## config.mk

```make
export PLATFORM = sky130hd
export DESIGN_NAME = prog_clk_div
export DESIGN_NICKNAME = d
export VERILOG_FILES = /design/src/rtl/prog_clk_div.sv
export SDC_FILE = /design/constraint.sdc
export NUM_CORES = 1
export LEC_CHECK = 0
export ABC_CLOCK_PERIOD_IN_PS = 4300
export CAP_MARGIN = 20
export CORE_AREA = 2 2 90 92
export DETAILED_ROUTE_END_ITERATION = 10
export DIE_AREA = 0 0 92 94
export HOLD_SLACK_MARGIN = 0.1
export REMOVE_ABC_BUFFERS = 1
export SYNTH_ARGS = -nofsm -noshare
export SYNTH_HDL_FRONTEND = slang
export SYNTH_SLANG_ARGS = --single-unit
```

## constraint.sdc

```tcl
create_clock -name clk -period 4.3 [get_ports clk]
set_input_delay 0.86 -clock clk [delete_from_list [all_inputs] [get_ports clk]]
set_output_delay 0.86 -clock clk [all_outputs]
set_load 0.03 [all_outputs]
```

## src/rtl/prog_clk_div.sv

```systemverilog
// Runtime-programmable clock divider: terminal pulse, near-50% divided clock and live count,
// continuous or one-shot, with double-buffered divisor. Optional macro PROG_CLK_DIV_DUTY_EN adds duty_in.
module prog_clk_div #(
  parameter int WIDTH       = 8,
  parameter int DEFAULT_DIV = 6
) (
  input  logic             clk,
  input  logic             rst,
`ifdef PROG_CLK_DIV_DUTY_EN
  input  logic [WIDTH-1:0] duty_in,
`endif
  input  logic             en,
  input  logic             mode,
  input  logic             start,
  input  logic [WIDTH-1:0] div_in,
  input  logic             div_load,
  output logic             pulse,
  output logic             clkout,
  output logic [WIDTH-1:0] count,
  output logic             busy,
  output logic             div_err,
  output logic             clk_out
);

  localparam logic [WIDTH-1:0] ONE   = WIDTH'(1);
  localparam logic [WIDTH-1:0] TWO   = WIDTH'(2);
  localparam logic [WIDTH-1:0] DEF_D = WIDTH'(DEFAULT_DIV);
  localparam logic [WIDTH-1:0] DEF_H = DEF_D >> 1;

  logic [WIDTH-1:0] r_count, r_d, r_shadow;
  logic             r_pending, r_armed, r_mode;
  logic             r_pulse, r_clkout, r_busy, r_div_err;
  logic [WIDTH-1:0] w_count_nx, w_d_nx, w_thr_nx;
  logic             w_mode, w_run, w_wrap, w_apply, w_trig, w_load_ok;
  logic             w_armed_nx, w_busy_nx;
`ifdef PROG_CLK_DIV_DUTY_EN
  logic [WIDTH-1:0] r_hth, r_hshadow;
`endif

  always_comb begin
    // Mode is only sampled at count 0, so a change mid-period waits for the wrap.
    w_mode  = (r_count == '0) ? mode : r_mode;
    w_run   = en && (!w_mode || r_armed);
    // >= rather than == keeps the count inside the period if a smaller divisor lands while idle.
    w_wrap  = w_run && (r_count >= r_d - ONE);
    w_apply = r_pending && (w_wrap || !w_run);
    w_trig  = start && w_mode && !r_armed;

    w_count_nx = r_count;
    w_armed_nx = r_armed && w_mode;
    if (w_trig) begin
      w_count_nx = '0;
      w_armed_nx = 1'b1;
    end else if (w_wrap) begin
      w_count_nx = '0;
      if (w_mode) w_armed_nx = 1'b0;
    end else if (w_run) begin
      w_count_nx = r_count + ONE;
    end

    w_d_nx = w_apply ? r_shadow : r_d;
`ifdef PROG_CLK_DIV_DUTY_EN
    w_thr_nx  = w_apply ? r_hshadow : r_hth;
    w_load_ok = div_load && (div_in >= TWO) && (duty_in < div_in);
`else
    w_thr_nx  = w_d_nx >> 1;
    w_load_ok = div_load && (div_in >= TWO);
`endif
    w_busy_nx = en && (!((w_count_nx == '0) ? mode : w_mode) || w_armed_nx);
  end

  always_ff @(posedge clk or negedge rst) begin
    if (!rst) begin
      r_count   <= '0;
      r_d       <= DEF_D;
      r_shadow  <= DEF_D;
      r_pending <= 1'b0;
      r_armed   <= 1'b0;
      r_mode    <= 1'b0;
      r_pulse   <= 1'b0;
      r_clkout  <= 1'b0;
      r_busy    <= 1'b0;
      r_div_err <= 1'b0;
`ifdef PROG_CLK_DIV_DUTY_EN
      r_hth     <= DEF_H;
      r_hshadow <= DEF_H;
`endif
    end else begin
      r_count <= w_count_nx;
      r_armed <= w_armed_nx;
      r_mode  <= w_mode;
      r_d     <= w_d_nx;
      // A load on the apply edge wins: the old shadow goes live, the new one stays pending.
      if (w_load_ok) begin
        r_shadow  <= div_in;
        r_pending <= 1'b1;
      end else if (w_apply) begin
        r_pending <= 1'b0;
      end
      r_div_err <= div_load && !w_load_ok;
      r_busy    <= w_busy_nx;
      r_pulse   <= w_busy_nx && (w_count_nx == w_d_nx - ONE);
      r_clkout  <= (w_count_nx >= w_thr_nx);
`ifdef PROG_CLK_DIV_DUTY_EN
      r_hth <= w_thr_nx;
      if (w_load_ok) r_hshadow <= duty_in;
`endif
    end
  end

  assign count   = r_count;
  assign pulse   = r_pulse;
  assign clkout  = r_clkout;
  assign busy    = r_busy;
  assign div_err = r_div_err;
  assign clk_out = clk;

`ifndef PROG_CLK_DIV_DUTY_EN
  logic w_unused;
  assign w_unused = ^DEF_H;
`endif

endmodule

```

### Word level (Yosys, flattened, before mapping)

Index checks and enable logic that the tools add are counted.

| operators by class | value |
|---|---|
| add/sub/neg operators | 3 |
| $lt $le $gt $ge | 3 |
| eq/ne operators | 1 |
| multiplexer cells | 11 |
| reduce and logical (&&, ||, !) cells | 21 |

Operator list:

| operator | count |
|---|---|
| $mux W8 | 4 |
| $logic_not A8 Y1 | 2 |
| $sub A8 B1 Y8 const B | 2 |
| $logic_and A1 B1 Y1 | 10 |
| $add A8 B1 Y8 const B | 1 |
| $eq A8 B8 Y1 | 1 |
| $ge A8 B2 Y1 const B | 1 |
| $ge A8 B7 Y1 | 1 |
| $ge A8 B8 Y1 | 1 |
| $mux W1 | 7 |
| $logic_not A1 Y1 | 5 |
| $logic_or A1 B1 Y1 | 3 |
| $reduce_bool A2 Y1 | 1 |

| storage, ports and cells | value |
|---|---|
| register bits | 31 |
| bits of input ports | 14 |
| output and inout port bits | 13 |
| logic and storage cells | 49 |

### Depth between registers and ports, before layout

| logic depth | value |
|---|---|
| word-level depth | 14 |
| mapped depth | 21 |
| gate-level depth less buffers | 20 |

==> run summary <==
- fraction of the mapped netlist area in simple logic gates: 0.2091
- overall power of the completed layout: 2010 uW
- highest clock rate: 252.0 MHz
- detailed-routed wire length on met2: 2408 um
- number of cells on the worst hold path: 2
- worst min-delay path startpoint: r_shadow[1]
- RSZ-0062 raised after global routing: false
- die extent in y: 94 um
- power per cell area: 712.1 mW/mm^2
- transition time at the pin with the least slew margin: 0.4163 ns
- area added between synthesis and finish: 27.17%
- number of buffers added to fix hold violations after cts: 0
- number of nets with antenna violations after routing: 0
- clock latency reported for the late side of the worst-skew pair: 0.39 ns
- CP arrival: 4.25 ns
- effective utilization at floorplan: 0.2918
- number of cell instances on the worst register-to-register path: 20
- post-DP HPWL: 4041 um
- leading register cell type out of synthesis: dfrtp_1
- Slowest cell on crit path: dfrtp_2
- total via count after detailed routing: 1732
- detailed route wirelength on metal3: 217 um
- Hold WC Path Type: reg -> reg
- CP startpoint kind: flop
- global-route wire length before repair: 8859 um
- worst supply voltage drop on vdd: 0.0001912 V
- fin area: 0.002823 mm^2
- via count of the first global-routing pass: 1848
- hold slack: 0.5002 ns
- Max stage delay on crit path: 0.44 ns
- result of the run: finished clean
- sequential group share of total power: 0.250
- CP Cell Sequence: nor2_4 -> nand3_2 -> nor4_4 -> xnor2_2 -> ha_1 -> and3_1 -> a221oi_2 -> o21ai_2 -> o21ai_4 -> mux2_2 -> ha_1 -> nand2b_1 -> a21oi_2 -> nor2b_1 -> o21ai_1 -> nand2b_1 -> a21oi_1 -> nor2b_1 -> o21ai_1 -> nand2_1
- most used standard cell by instance count after synthesis: nand2_1
- startpoint-to-endpoint class of the critical path: reg -> reg
- Wirelength per Cell: 14.18 um
- number of standard-cell rows in the floorplan: 32
- main combinational cell family by area after synthesis: simple AND/OR/NAND/NOR gates
- number of detailed-route iterations in the first pass: 4
- count of distinct cell types in the synthesized netlist: 55
- crit path time final: 3.968 ns
- FF+latch count, synth: 31
- overall routed net length: 5274 um
- top cell type's share of synthesized area: 0.3044
- Chip Width: 92 um
- async set-reset flop share out of synthesis: 1.000
- synthesized-area fraction occupied by xor and xnor cells: 0.1048
- area of the core region: 0.007607 mm^2
- die footprint: 0.008648 mm^2
- cell accounting for the most synthesized area: dfrtp_1
- maximum clock skew at final layout: 0.006100 ns
- overall track demand over capacity in global routing: 0.1335
- critical path startpoint: r_d[3]
- Post-layout nets: 303
- Sw Ratio: 0.4322
- antenna diode count: 0
- area of the mapped netlist: 0.002220 mm^2
- reg-to-reg setup timing slack: 0.33 ns
- number of instances in the synthesized netlist: 231
- DRC errors left: 0
- global placement routability congestion: 0.8029
- wire length the detailed router placed on met1: 2574 um
- static leakage: 0.001301 uW
- type of destination of the critical path: flop
- part of the power in combinational logic: 0.579
- Setup Viol. Count Final: 0
- multiplexer share of the synthesized area: 0.06483
- compound-gate portion of the synthesized area: 0.1144
- number of synthesis warnings: 0
- hold violation count in the final report: 0
- critical path's top delay family: compound AO/OA/AOI/OAI gates
- relative max-transition margin: 0.7208
- fill cell total of the finished layout: 798
- switching power: 868.9 uW
- Final Cycle Share: 0.9227
- sequential element share of the synthesized area: 0.3517
- list of most frequent post-synthesis cells: nand2_1, dfrtp_1, ha_1
- clock tree from TritonCTS: yes
- number of antenna violations at the first check in global routing: 0
- Levels on crit path: 20
- Post-Place Cell Area: 0.002636 mm^2
- starting DRC count in detailed routing: 67
- pin count of the biggest net entering global routing: 32
- clock network fraction of design power: 0.171
- hold worst-path end: r_shadow[1]
- Bufs and invs on worst path: 0
- Power Internal: 1141 uW
- biggest area contributors in the synthesized netlist: dfrtp_1, ha_1, xnor2_1
- peak fanout along the critical path: 4
- share of cells above drive strength 1: 0.1704
- capturing point of the worst reg2reg path: clkout
- max-cap check violation count: 0
- Port Buf Inserts: 26
- I/O pins: 27
- Data required, critical path: 4.58 ns
- synthesized area per cell: 9.609 um^2
- Avg Vias per Cell: 4.656
- clock slew at the register clock pins of the worst setup and hold paths: 0.07 ns
- overflow left after global routing: 0
- topmost layer with routed signal wires: met4
- number of pins with negative max-slew slack in the final report: 0
- arithmetic-cell share of the synthesized area counting full adders, half adders and majority gates: 0.1071
- R2R Path Start: r_d[3]
- number of enable flip-flop cells after synthesis: 0
==> cells by family (layout without fill, tap and decap cells) <==
kind of cell | Yosys count | in the layout
DFF | 31 | 31
muxes | 14 | 14
adders and majority gates | 19 | 19
xor gates and xnor gates | 25 | 25
AOI/OAI and AO/OA | 31 | 31
and+or+nand+nor | 87 | 87
buffers and inverters | 24 | 63
==> routing by layer <==
metal  vias to the layer above  global-route usage
met3                         9             0.03612
met5                         -                   0
met1                       801              0.1702
met2                        38              0.2145
met4                         0             0.05473
li1                        884                   -
==> placed cells by master (no fill, tap or decap), types with 2 or more instances in the layout <==
cell type and n:
dfstp_2 4, buf_4 10, dfrtp_1 26, nand4_1 2, ha_1 19, and3_1 5, clkdlybuf4s50_1 26, nor3_1 6
nand2_1 31, inv_1 16, o31ai_1 2, o21ai_1 3, nand2b_1 4, a211oi_1 2, nor4_1 5, nand3_1 4
a211o_1 2, a21oi_1 3, xor2_1 7, mux2_2 3, nor2_1 14, xnor2_1 16, clkbuf_8 9, mux2i_1 11
nor2b_1 2, o21a_1 2
==> sequential cells by signal (all words and copies together), names as in the netlist <==
name / flops
count: 8
r_d: 8
r_shadow: 8
busy: 1
clkout: 1
div_err: 1
pulse: 1
r_armed: 1
r_mode: 1
r_pending: 1
==> worst min-delay path, delay by kind of cell (launching register included) <==
| kind | cells | cell delay, ns |
|---|---|---|
| flops | 1 | 0.39 |
| simple gates | 2 | 0.11 |
==> metrics by stage <==
step	instances	utilization	setup slack [ns]	setup TNS, ns
6_report	372	0.3711	0.3322	0
5_1_grt	372	0.3711	0.02520	0
4_1_cts	371	0.3643	0.006090	0
3_5_place_dp	361	0.3465	-0.05312	-0.05312
3_3_place_gp	361	0.3465	0.01229	0
2_1_floorplan	223	-	0.2403	0
==> what timing repair did <==
item,in CTS,in global routing
setup buffers,0,1
pin swaps,0,4
setup endpoints to repair,1,2
resized for setup,1,11
==> power by group through the flow <==
| stage | registers, uW | logic [uW] | clock network, uW |
|---|---|---|---|
| 2_1_floorplan | 512 | 759 | 0 |
| 3_3_place_gp | 490 | 1110 | 38.7 |
| 3_5_place_dp | 493 | 1120 | 38.7 |
| 4_1_cts | 490 | 1130 | 357 |
| 5_1_grt | 517 | 1300 | 371 |
| 6_report | 503 | 1160 | 345 |
==> cell type report <==
type                       count  area [um^2]  share of cell area
clock inverter                 1        5.005            0.001773
timing repair buffer          36        336.6              0.1192
sequential                    31        782.0              0.2770
inverter                      16        60.06             0.02128
multi-input combinational    176         1378              0.4880
clock buffer                  10        133.9             0.04743
tap                          102        127.6             0.04521
==> worst max-delay path by stage <==
stage                     endpoint  slack, ns
after global placement      clkout       0.01
after global routing        clkout       0.03
after CTS                   clkout      0.006
final                       clkout       0.33
after floorplan             clkout       0.24
after detailed placement    clkout      -0.05
No activity file was read; power rests on OpenSTA's default activity.
